File: src/rtl/fifo_regs_mc_pkg.sv
// Shared register-map constants and types for the multi-channel FIFO register block.
package fifo_regs_mc_pkg;

    localparam logic [3:0] OFF_CTRL   = 4'h0;
    localparam logic [3:0] OFF_STATUS = 4'h4;
    localparam logic [3:0] OFF_THRESH = 4'h8;
    localparam logic [3:0] OFF_IRQ    = 4'hC;

    localparam logic [7:0] ADDR_ID      = 8'hF0;
    localparam logic [7:0] ADDR_IRQ_SUM = 8'hF4;

    localparam int CTRL_ENABLE     = 0;
    localparam int CTRL_CLEAR      = 1;
    localparam int CTRL_IRQ_EN_LSB = 8;

    localparam int IRQ_AF_RISE   = 0;
    localparam int IRQ_AE_RISE   = 1;
    localparam int IRQ_OVERFLOW  = 2;
    localparam int IRQ_UNDERFLOW = 3;
    localparam int IRQ_W         = 4;

    localparam logic [15:0] ID_MAGIC = 16'hF1F0;

    // Field order matches the IRQ register layout, af_rise in bit 0.
    typedef struct packed {
        logic underflow;
        logic overflow;
        logic ae_rise;
        logic af_rise;
    } irq_stat_t;

endpackage

File: src/rtl/fifo_regs_ch.sv
// One channel's register slice: CTRL, THRESH, threshold edge detectors,
// W1C interrupt status and the channel-local read mux.
module fifo_regs_ch
    import fifo_regs_mc_pkg::*;
#(
    parameter int DEPTH = 16,
    parameter int CW    = $clog2(DEPTH) + 1
) (
    input  logic          clk,
    input  logic          rst_n,
    input  logic          sel,
    input  logic [3:0]    offset,
    input  logic          wen,
    input  logic [31:0]   wdata,
    input  logic          empty,
    input  logic          full,
    input  logic [CW-1:0] count,
    input  logic          overflow,
    input  logic          underflow,
    output logic          enable,
    output logic          clear,
    output logic [CW-1:0] af_th,
    output logic [31:0]   rd_data,
    output logic          irq
);

    localparam logic [CW-1:0] DEPTH_CW = CW'(DEPTH);

    logic [IRQ_W-1:0] irq_en;
    logic [CW-1:0]    ae_th;
    irq_stat_t        irq_stat;
    irq_stat_t        irq_events;
    irq_stat_t        irq_next;
    logic             af_prev;
    logic             ae_prev;
    logic             almost_full;
    logic             almost_empty;
    logic             wr_ctrl;
    logic             wr_thresh;
    logic             wr_irq;
    logic [IRQ_W-1:0] w1c_mask;
    logic             unused_wdata;

    function automatic logic [CW-1:0] clamp_th(input logic [CW-1:0] v);
        return (v > DEPTH_CW) ? DEPTH_CW : v;
    endfunction

    assign unused_wdata = ^wdata;

    assign wr_ctrl   = sel & wen & (offset == OFF_CTRL);
    assign wr_thresh = sel & wen & (offset == OFF_THRESH);
    assign wr_irq    = sel & wen & (offset == OFF_IRQ);

    assign almost_full  = (count >= af_th);
    assign almost_empty = (count <= ae_th);

    // Events are captured whether or not the channel is enabled; a same-cycle
    // event beats the W1C clear of that bit.
    assign irq_events.af_rise   = almost_full & ~af_prev;
    assign irq_events.ae_rise   = almost_empty & ~ae_prev;
    assign irq_events.overflow  = overflow;
    assign irq_events.underflow = underflow;

    assign w1c_mask = wr_irq ? wdata[IRQ_W-1:0] : '0;
    assign irq_next = irq_stat_t'((irq_stat & ~w1c_mask) | irq_events);

    assign irq = |(irq_stat & irq_en);

    always_ff @(posedge clk or negedge rst_n) begin
        if (!rst_n) begin
            enable   <= 1'b0;
            clear    <= 1'b0;
            irq_en   <= '0;
            af_th    <= CW'(DEPTH - 1);
            ae_th    <= '0;
            irq_stat <= '0;
            af_prev  <= 1'b0;
            ae_prev  <= 1'b1;
        end else begin
            clear    <= wr_ctrl & wdata[CTRL_CLEAR];
            irq_stat <= irq_next;
            af_prev  <= almost_full;
            ae_prev  <= almost_empty;
            if (wr_ctrl) begin
                enable <= wdata[CTRL_ENABLE];
                irq_en <= wdata[CTRL_IRQ_EN_LSB +: IRQ_W];
            end
            if (wr_thresh) begin
                af_th <= clamp_th(wdata[CW-1:0]);
                ae_th <= clamp_th(wdata[8 +: CW]);
            end
        end
    end

    always_comb begin
        rd_data = '0;
        if (sel) begin
            case (offset)
                OFF_CTRL: begin
                    rd_data[CTRL_ENABLE]                 = enable;
                    rd_data[CTRL_IRQ_EN_LSB +: IRQ_W]    = irq_en;
                end
                OFF_STATUS: begin
                    rd_data[0]    = empty;
                    rd_data[1]    = full;
                    rd_data[2]    = almost_full;
                    rd_data[3]    = almost_empty;
                    rd_data[15:8] = 8'(count);
                end
                OFF_THRESH: begin
                    rd_data[CW-1:0]  = af_th;
                    rd_data[8 +: CW] = ae_th;
                end
                OFF_IRQ: rd_data[IRQ_W-1:0] = irq_stat;
                default: rd_data = '0;
            endcase
        end
    end

endmodule

File: src/rtl/fifo_regs_mc.sv
// Bus slave serving NUM_CH FIFO register slices with a registered one-cycle
// read path and a single aggregated level interrupt.
module fifo_regs_mc
    import fifo_regs_mc_pkg::*;
#(
    parameter int NUM_CH = 4,
    parameter int DEPTH  = 16,
    parameter int ADDR_W = 8,
    parameter int DATA_W = 32,
    localparam int CW    = $clog2(DEPTH) + 1
) (
    input  logic                 clk,
    input  logic                 rst_n,
    input  logic [ADDR_W-1:0]    addr,
    input  logic [DATA_W-1:0]    wdata,
    input  logic                 wen,
    input  logic                 ren,
    output logic [DATA_W-1:0]    rdata,
    output logic                 rvalid,
    output logic                 ready,
    output logic                 irq,
    output logic [NUM_CH-1:0]    fifo_enable,
    output logic [NUM_CH-1:0]    fifo_clear,
    output logic [NUM_CH*CW-1:0] af_thresh,
    input  logic [NUM_CH-1:0]    fifo_empty,
    input  logic [NUM_CH-1:0]    fifo_full,
    input  logic [NUM_CH*CW-1:0] fifo_count,
    input  logic [NUM_CH-1:0]    fifo_overflow,
    input  logic [NUM_CH-1:0]    fifo_underflow
);

    logic [7:0]        reg_addr;
    logic [31:0]       wdata32;
    logic [31:0]       ch_rd [NUM_CH];
    logic [NUM_CH-1:0] irq_vec;
    logic [31:0]       rd_mux;
    logic              unused_addr;

    assign reg_addr    = addr[7:0];
    assign wdata32     = 32'(wdata);
    assign unused_addr = ^addr;
    assign ready       = 1'b1;
    assign irq         = |irq_vec;

    // Channel index >= NUM_CH (including the 0xF0 global page) never matches a slice.
    for (genvar c = 0; c < NUM_CH; c++) begin : g_ch
        fifo_regs_ch #(
            .DEPTH (DEPTH),
            .CW    (CW)
        ) u_ch (
            .clk       (clk),
            .rst_n     (rst_n),
            .sel       (reg_addr[7:4] == 4'(c)),
            .offset    (reg_addr[3:0]),
            .wen       (wen),
            .wdata     (wdata32),
            .empty     (fifo_empty[c]),
            .full      (fifo_full[c]),
            .count     (fifo_count[c*CW +: CW]),
            .overflow  (fifo_overflow[c]),
            .underflow (fifo_underflow[c]),
            .enable    (fifo_enable[c]),
            .clear     (fifo_clear[c]),
            .af_th     (af_thresh[c*CW +: CW]),
            .rd_data   (ch_rd[c]),
            .irq       (irq_vec[c])
        );
    end

    always_comb begin
        rd_mux = '0;
        if (reg_addr == ADDR_ID) begin
            rd_mux = {ID_MAGIC, 8'(CW), 8'(NUM_CH)};
        end else if (reg_addr == ADDR_IRQ_SUM) begin
            rd_mux = 32'(irq_vec);
        end else begin
            for (int c = 0; c < NUM_CH; c++) begin
                if (reg_addr[7:4] == 4'(c)) begin
                    rd_mux = ch_rd[c];
                end
            end
        end
    end

    // Sampling pre-edge state means a same-cycle write is seen only by later reads.
    always_ff @(posedge clk or negedge rst_n) begin
        if (!rst_n) begin
            rdata  <= '0;
            rvalid <= 1'b0;
        end else begin
            rvalid <= ren;
            if (ren) begin
                rdata <= DATA_W'(rd_mux);
            end
        end
    end

endmodule
File: config.mk
export PLATFORM = sky130hd
export DESIGN_NAME = fifo_regs_mc
export DESIGN_NICKNAME = d
export VERILOG_FILES = /design/src/rtl/fifo_regs_mc_pkg.sv /design/src/rtl/fifo_regs_ch.sv /design/src/rtl/fifo_regs_mc.sv
export SDC_FILE = /design/constraint.sdc
export NUM_CORES = 1
export LEC_CHECK = 0
export CORE_ASPECT_RATIO = 1.4
export CORE_MARGIN = 2
export CORE_UTILIZATION = 30
export CTS_BUF_LIST = sky130_fd_sc_hd__clkbuf_4 sky130_fd_sc_hd__clkbuf_8
export DETAILED_ROUTE_END_ITERATION = 6
export HOLD_SLACK_MARGIN = 0.06
export PLACE_DENSITY = 0.55
export SYNTH_ARGS = -nofsm -noshare
export SYNTH_HDL_FRONTEND = slang
export SYNTH_HIERARCHICAL = 1
export SYNTH_SLANG_ARGS = --single-unit
File: constraint.sdc
create_clock -name clk -period 2.6 [get_ports clk]
set_input_delay 0.26 -clock clk [delete_from_list [all_inputs] [get_ports clk]]
set_output_delay 0.26 -clock clk [all_outputs]
set_load 0.02 [all_outputs]
==> results of run 1 <==
## per-stage QoR
| stage | setup WS, ps | total power, uW | cells | TNS (ps) | util |
|---|---|---|---|---|---|
| 3_3_place_gp | -56.8 | 2930 | 1374 | -56.8 | 0.359 |
| 5_1_grt | 59.6 | 4940 | 1407 | 0 | 0.374 |
| 2_1_floorplan | 398 | 2590 | 962 | 0 | - |
| 3_5_place_dp | -41.0 | 2940 | 1374 | -42.8 | 0.359 |
| 6_report | 126 | 4690 | 1407 | 0 | 0.374 |
| 4_1_cts | 98.9 | 4770 | 1407 | 0 | 0.374 |
## final timing paths
kind / depth (start not counted) / end / slack, ps / startpoint
max: 4 / irq / 130 / g_ch[2].u_ch/irq_stat[3]
min: 2 / g_ch[3].u_ch/irq_stat[2] / 350 / fifo_overflow[3]
max reg2reg: 9 / rdata[2] / 190 / g_ch[0].u_ch/af_th[2]
min reg2reg: 1 / g_ch[1].u_ch/irq_stat[0] / 410 / g_ch[1].u_ch/af_prev
max in group asynchronous: 3 / rdata[29] / 1620 / rst_n
min in group asynchronous: 3 / g_ch[1].u_ch/clear / 390 / rst_n
## state kept, by name (all words and copies together), names as in the netlist
signal / flops
g_ch.u_ch/ae_prev: 4
g_ch.u_ch/irq_en: 16
g_ch.u_ch/clear: 4
rdata: 32
g_ch.u_ch/af_prev: 4
g_ch.u_ch/af_th: 20
g_ch.u_ch/enable: 4
rvalid: 1
g_ch.u_ch/ae_th: 20
g_ch.u_ch/irq_stat: 16
## metal layers
| metal | part of all wire | vias to the layer above | track usage |
|---|---|---|---|
| li1 | - | 3183 | - |
| met1 | 0.43 | 3097 | 0.203 |
| met2 | 0.50 | 134 | 0.290 |
| met3 | 0.042 | 30 | 0.0297 |
| met4 | 0.025 | 0 | 0.0644 |
| met5 | 0 | - | 0 |
## where the power goes
part	internal [uW]	switching (uW)
combinational	402	478
clock	949	847
sequential	1970	51.4
## what timing repair did
action                     in CTS  in global routing
setup endpoints to repair       1                  0
hold endpoints to repair      101                  0
hold buffers                    1                  0
setup buffers                   0                  0
gates resized for setup         1                  0
## layout make-up
type                    count  area [um2]
fillers                  2882       17300
multi-input cells         647        4570
flip-flops and latches    121        3050
repair buffers            165        1580
well taps                 370         463
clock buffers              22         290
inverters                  72         270
clock inverters            10         118
## placed cells by master, fill, tap and decap left out, types with 5 or more instances in the layout
| master | instances |
|---|---|
| a21o_1 | 16 |
| a21oi_1 | 24 |
| a22oi_1 | 16 |
| buf_12 | 5 |
| buf_4 | 41 |
| clkbuf_8 | 20 |
| clkdlybuf4s50_1 | 114 |
| conb_1 | 89 |
| dfrtp_1 | 101 |
| dfstp_2 | 20 |
| ha_1 | 40 |
| inv_1 | 72 |
| mux2_2 | 28 |
| mux2i_1 | 38 |
| mux4_1 | 8 |
| mux4_2 | 17 |
| nand2_1 | 96 |
| nand2b_1 | 32 |
| nand3_2 | 8 |
| nor2_1 | 60 |
| nor2b_1 | 15 |
| o21ai_0 | 62 |
| o21ai_2 | 8 |
| o22a_1 | 11 |
| o22ai_1 | 11 |
| o31ai_1 | 8 |
| or3_1 | 6 |
## worst register-to-register path: stages, from the launching register on
cell and delay [ps]:
dfstp_2 540, inv_1 60, ha_1 280, a21oi_1 120
o21ai_0 100, a31oi_1 300, o31ai_1 170, mux4_1 510
nand2_1 100, o221ai_1 100
## kinds of logic after synthesis
group	after synthesis	share of synthesized area
simple gates	246	0.150
buf+inv	194	0.135
compound gates	181	0.140
flops	121	0.362
mux	91	0.153
fa+ha+maj	40	0.0593
other cells	5	0.00222
==> results.tsv, run 1 <==
stage	metric	value	unit
run_status	status	complete, no violations	
setup_path	cp_max_fo	3	
setup_path	crit_chain	a22oi_1 -> nand2_1 -> or4_1 -> dlygate4sd2_1	
cts	root_buffer	clkbuf_8	
logic_synthesis	yosys_register_bits	121	
floorplanning	num_rows	72	
run	maxCapViolCount	0	
sta	slew_headroom	0.425	
setup_path	crit_slowest_cell	or4_1	
logic_synthesis	avgSynthCellArea	9.62	um2
drt	drt_pass1_iterations	4	
logic_synthesis	yosysMostFrequentCell	dfrtp_1	
cts	clkSinkCount	121	
power_and_ir_drop	power_leakage	0.00446	uW
drt	drc	0	
sta	finClkSkew	11.3	ps
grt	gr-usage-all-layers	0.166	
min_path	holdCritPathClass	in2reg	
floorplanning	die_height	202	um
logic_synthesis	yosysWarningCount	6	
logic_synthesis	synth_edf_count	0	
logic_synthesis	ys_async_sr_fraction	1.00	
logic_synthesis	syn_inst	878	
sta	post-route-min-period	2470	ps
cells_and_area	drive_gt1_frac	0.166	
sta	setup_violations	0	
logic_synthesis	ys_seq_area_frac	0.362	
floorplanning	dieArea	29500	um2
grt	antenna_found_initial	0	
sta	min_period_over_period	0.951	
placement	gp_congestion	0.862	
drt	totalWireLength	23.7	mm
setup_path	critPathTopFamily	simple AND/OR/NAND/NOR gates	
cts	htreeDepth	4	
cts	cts_tree	built	
drt	drtIter0Drc	290	
grt	grt_max_degree	122	
drt	avgViaCountPerCell	4.58	
setup_path	critPathCaptureType	output pin	
logic_synthesis	synth_top_area_frac	0.299	
setup_path	slowest_delay	600	ps
logic_synthesis	synthTopCellsByCount	dfrtp_1, nand2_1, buf_4, inv_1, o21ai_0	
drt	drtAntennaViolNets	0	
cts	numCtsBuffers	17	
floorplanning	io_pins	143	
placement	port_buffers	119	
sta	tightest_slew	860	ps
sta	rsz0062_at_grt	false	
placement	dpl_cell_area	9930	um2
setup_path	required	2340	ps
logic_synthesis	yosys-top-cells-area	dfrtp_1, buf_4, dfstp_2	
logic_synthesis	syn-cell-area	8440	um2
cts	clk_pin_slew	80	ps
sta	maxSlewViolCount	0	
cts	cts_buffer_depth	2	
logic_synthesis	ys.flop_type	dfrtp_1	
floorplanning	die_w	146	um
drt	wire_per_inst	16.8	um
sta	finalHoldViolations	0	
logic_synthesis	synth_cell_types	47	
floorplanning	core-area	27700	um2
grt	overflow	0	
setup_path	crit_arrival	2210	ps
sta	worst_hold_slack	348	ps
cells_and_area	diodes	0	
sta	fmax	404	MHz
setup_path	crit_buf_inv	1	
cells_and_area	final_cell_area	10300	um2
cts	clk_latency	470	ps
setup_path	crit_type	reg2out	
setup_path	startpoint_type	flip-flop	
placement	dp_hpwl	17.9	mm
cells_and_area	area_growth_syn_to_layout	22.6	%
grt	grt_pass1_vias	6651	
grt	grt_pass1_wl	37.2	mm
drt	vias	6444	
power_and_ir_drop	powerDensity	454	nW/um2
floorplanning	start_util	0.305	
cells_and_area	nets	1144	
logic_synthesis	yosys.area.top_type	dfrtp_1	
power_and_ir_drop	vdd_drop_max	300	uV
(Power assumes the default switching activity.)
==> run 2, diff against run 1 <==
--- a/config.mk
+++ b/config.mk
@@ -7,11 +7,11 @@
 export LEC_CHECK = 0
 export CORE_ASPECT_RATIO = 1.4
 export CORE_MARGIN = 2
-export CORE_UTILIZATION = 30
+export CORE_UTILIZATION = 32
 export CTS_BUF_LIST = sky130_fd_sc_hd__clkbuf_4 sky130_fd_sc_hd__clkbuf_8
 export DETAILED_ROUTE_END_ITERATION = 6
 export HOLD_SLACK_MARGIN = 0.06
-export PLACE_DENSITY = 0.55
+export PLACE_DENSITY = 0.58
 export SYNTH_ARGS = -nofsm -noshare
 export SYNTH_HDL_FRONTEND = slang
 export SYNTH_HIERARCHICAL = 1
==> run 2 against run 1 <==
Net effect:
- register-to-register slack gained 70 ps
- critical path depth is the same
- die area fell by 6.1%
- clock skew rose by 3.0 ps
- worst hold slack lost 11 ps
- count of clock-buffer cells in the layout decreased by 5
- total power shrank 1.2%
==> results.tsv, run 2 (synthesis results as in run 1) <==
stage	metric	value	unit	change
setup_path	startpoint_type	flip-flop		
cts	cts_buffer_depth	2		unchanged
sta	tightest_slew	734	ps	-126 ps
cells_and_area	final_common_cell	clkdlybuf4s50_1		
floorplanning	die_height	196	um	-3.1%
cells_and_area	fill_cells	2594		-10%
placement	place_ws	-29.8	ps	+11.2 ps
cells_and_area	drive_gt1_frac	0.167		+0.00161
cts	clkSinkCount	121		unchanged
floorplanning	die_w	141	um	-3.1%
sta	finalHoldViolations	0		unchanged
drt	totalWireLength	23.3	mm	-1.6%
sta	min_period_over_period	0.949		-0.00264
placement	port_buffers	119		unchanged
cts	root_buffer	clkbuf_8		
cts	numCtsBuffers	17		unchanged
sta	setup_violations	0		unchanged
power_and_ir_drop	power_leakage	0.00447	uW	+0.19%
power_and_ir_drop	finalPower	4640	uW	-1.2%
drt	vias	6495		+0.79%
setup_path	required	2340	ps	about the same
setup_path	r2r_cells	9		unchanged
grt	grt_pass1_wl	37.0	mm	-0.61%
drt	avgViaCountPerCell	4.77		+4.0%
placement	dp_hpwl	18.0	mm	+0.25%
sta	slew_headroom	0.509		+0.0843
floorplanning	start_util	0.325		+0.0193
sta	setup_slack	133	ps	+6.86 ps
setup_path	critPathCaptureType	output pin		
setup_path	cp_max_fo	3		unchanged
cts	clk_latency	470	ps	about the same
cts	post-cts-setup-buffers	0		unchanged
floorplanning	num_rows	70		-2.8%
cts	htreeDepth	4		unchanged
cells_and_area	multiInputGateArea	4570	um2	unchanged
cells_and_area	top_regs	rdata: 32 flops, g_ch.u_ch/ae_th: 20 flops, g_ch.u_ch/af_th: 20 flops		
grt	overflow	0		unchanged
floorplanning	dieArea	27700	um2	-6.1%
floorplanning	io_pins	143		unchanged
sta	rsz0062_at_grt	false		
floorplanning	core-area	26000	um2	-5.9%
drt	drt_pass1_iterations	4		unchanged
placement	gp_congestion	0.886		+2.8%
sta	maxSlewViolCount	0		unchanged
cells_and_area	most-common-layout-cells	clkdlybuf4s50_1, dfrtp_1, nand2_1		
sta	post-route-min-period	2470	ps	-6.86 ps
grt	grt_max_degree	44		-64%
cells_and_area	nets	1146		+0.17%
drt	wire_per_inst	17.1	um	+1.6%
power_and_ir_drop	powerDensity	451	nW/um2	-0.58%
min_path	holdCritPathClass	in2async		
cells_and_area	area_growth_syn_to_layout	21.8	%	
grt	grt_pass1_vias	6751		+1.5%
cells_and_area	largest_reg_flops	32		unchanged
run_status	status	complete, no violations		
drt	drtIter0Drc	253		-13%
grt	antenna_found_initial	0		unchanged
cts	clk_pin_slew	90	ps	about the same
cells_and_area	regArea	3050	um2	unchanged
sta	fmax	405	MHz	+0.28%
drt	drtAntennaViolNets	0		unchanged
setup_path	crit_arrival	2210	ps	about the same
cts	cts_tree	built		
sta	finClkSkew	14.2	ps	+2.96 ps
cells_and_area	top_register	rdata		
setup_path	crit_type	reg2out		
run	maxCapViolCount	0		unchanged
cells_and_area	diodes	0		unchanged
drt	drc	0		unchanged
power_and_ir_drop	vdd_drop_max	309	uV	+2.8%
grt	gr-usage-all-layers	0.176		+0.0101
[run 2: changes by cell type in the layout (fill, tap and decap cells not counted), sizes merged]
| cell | before | now |
|---|---|---|
| buf | 49 | 51 |
| bufinv | 2 | 1 |
| clkbuf | 22 | 17 |
| clkinvlp | 4 | 2 |
| inv | 73 | 81 |
[run 2: final cells by class]
cell class                 instances  area share
multi-input combinational        647       0.445
sequential                       121       0.297
timing repair buffer             167       0.155
tap                              324      0.0394
inverter                          72      0.0263
clock buffer                      17      0.0227
clock inverter                    15      0.0150
[run 2: layer usage]
layer / vias to the layer above / part of all wire / track usage / routed length, um
met5: - / 0 / 0 / 0
met4: 0 / 0.024 / 0.0615 / 554
met3: 33 / 0.033 / 0.0283 / 766
met2: 160 / 0.51 / 0.313 / 11900
met1: 3124 / 0.43 / 0.215 / 10100
li1: 3178 / - / - / -
[run 2: power breakdown]
group / leakage [uW] / internal, uW / total, uW / switching (uW)
clock: 0.000194 / 792 / 1740 / 944
combinational: 0.00279 / 407 / 887 / 480
sequential: 0.00149 / 1970 / 2020 / 50.9
[run 2: repair_timing]
action	in CTS	in global routing
setup endpoints to repair	1	0
resized for setup	1	0
hold endpoints to repair	29	0
hold buffers	1	0
[run 2: metrics by stage]
stage          cells  hold WS [ps]  area (um2)   util  TNS, ps
2_1_floorplan    962         -35.6        8760      -        0
3_3_place_gp    1330           292        9890  0.380    -8.59
3_5_place_dp    1330           298        9890  0.380    -91.5
4_1_cts         1363           315       10300  0.395        0
5_1_grt         1363           328       10300  0.395        0
6_report        1363           337       10300  0.395        0
[run 2: critical path, cell delays in order (launching register included)]
cell	delay [ps]
dfrtp_1	410
a22oi_1	190
nand2_1	170
or4_1	610
dlygate4sd2_1	360
[run 2: path summary, 6_finish.rpt]
kind	slack, ps	startpoint	end
setup / recovery	130	g_ch[2].u_ch/irq_stat[1]	irq
setup reg to reg	260	g_ch[1].u_ch/af_th[2]	rdata[2]
min in group clk	350	fifo_underflow[0]	g_ch[0].u_ch/irq_stat[3]
max in group asynchronous	1550	rst_n	g_ch[3].u_ch/af_th[2]
hold / removal	340	rst_n	g_ch[1].u_ch/clear
hold reg to reg	410	g_ch[2].u_ch/af_prev	g_ch[2].u_ch/irq_stat[0]
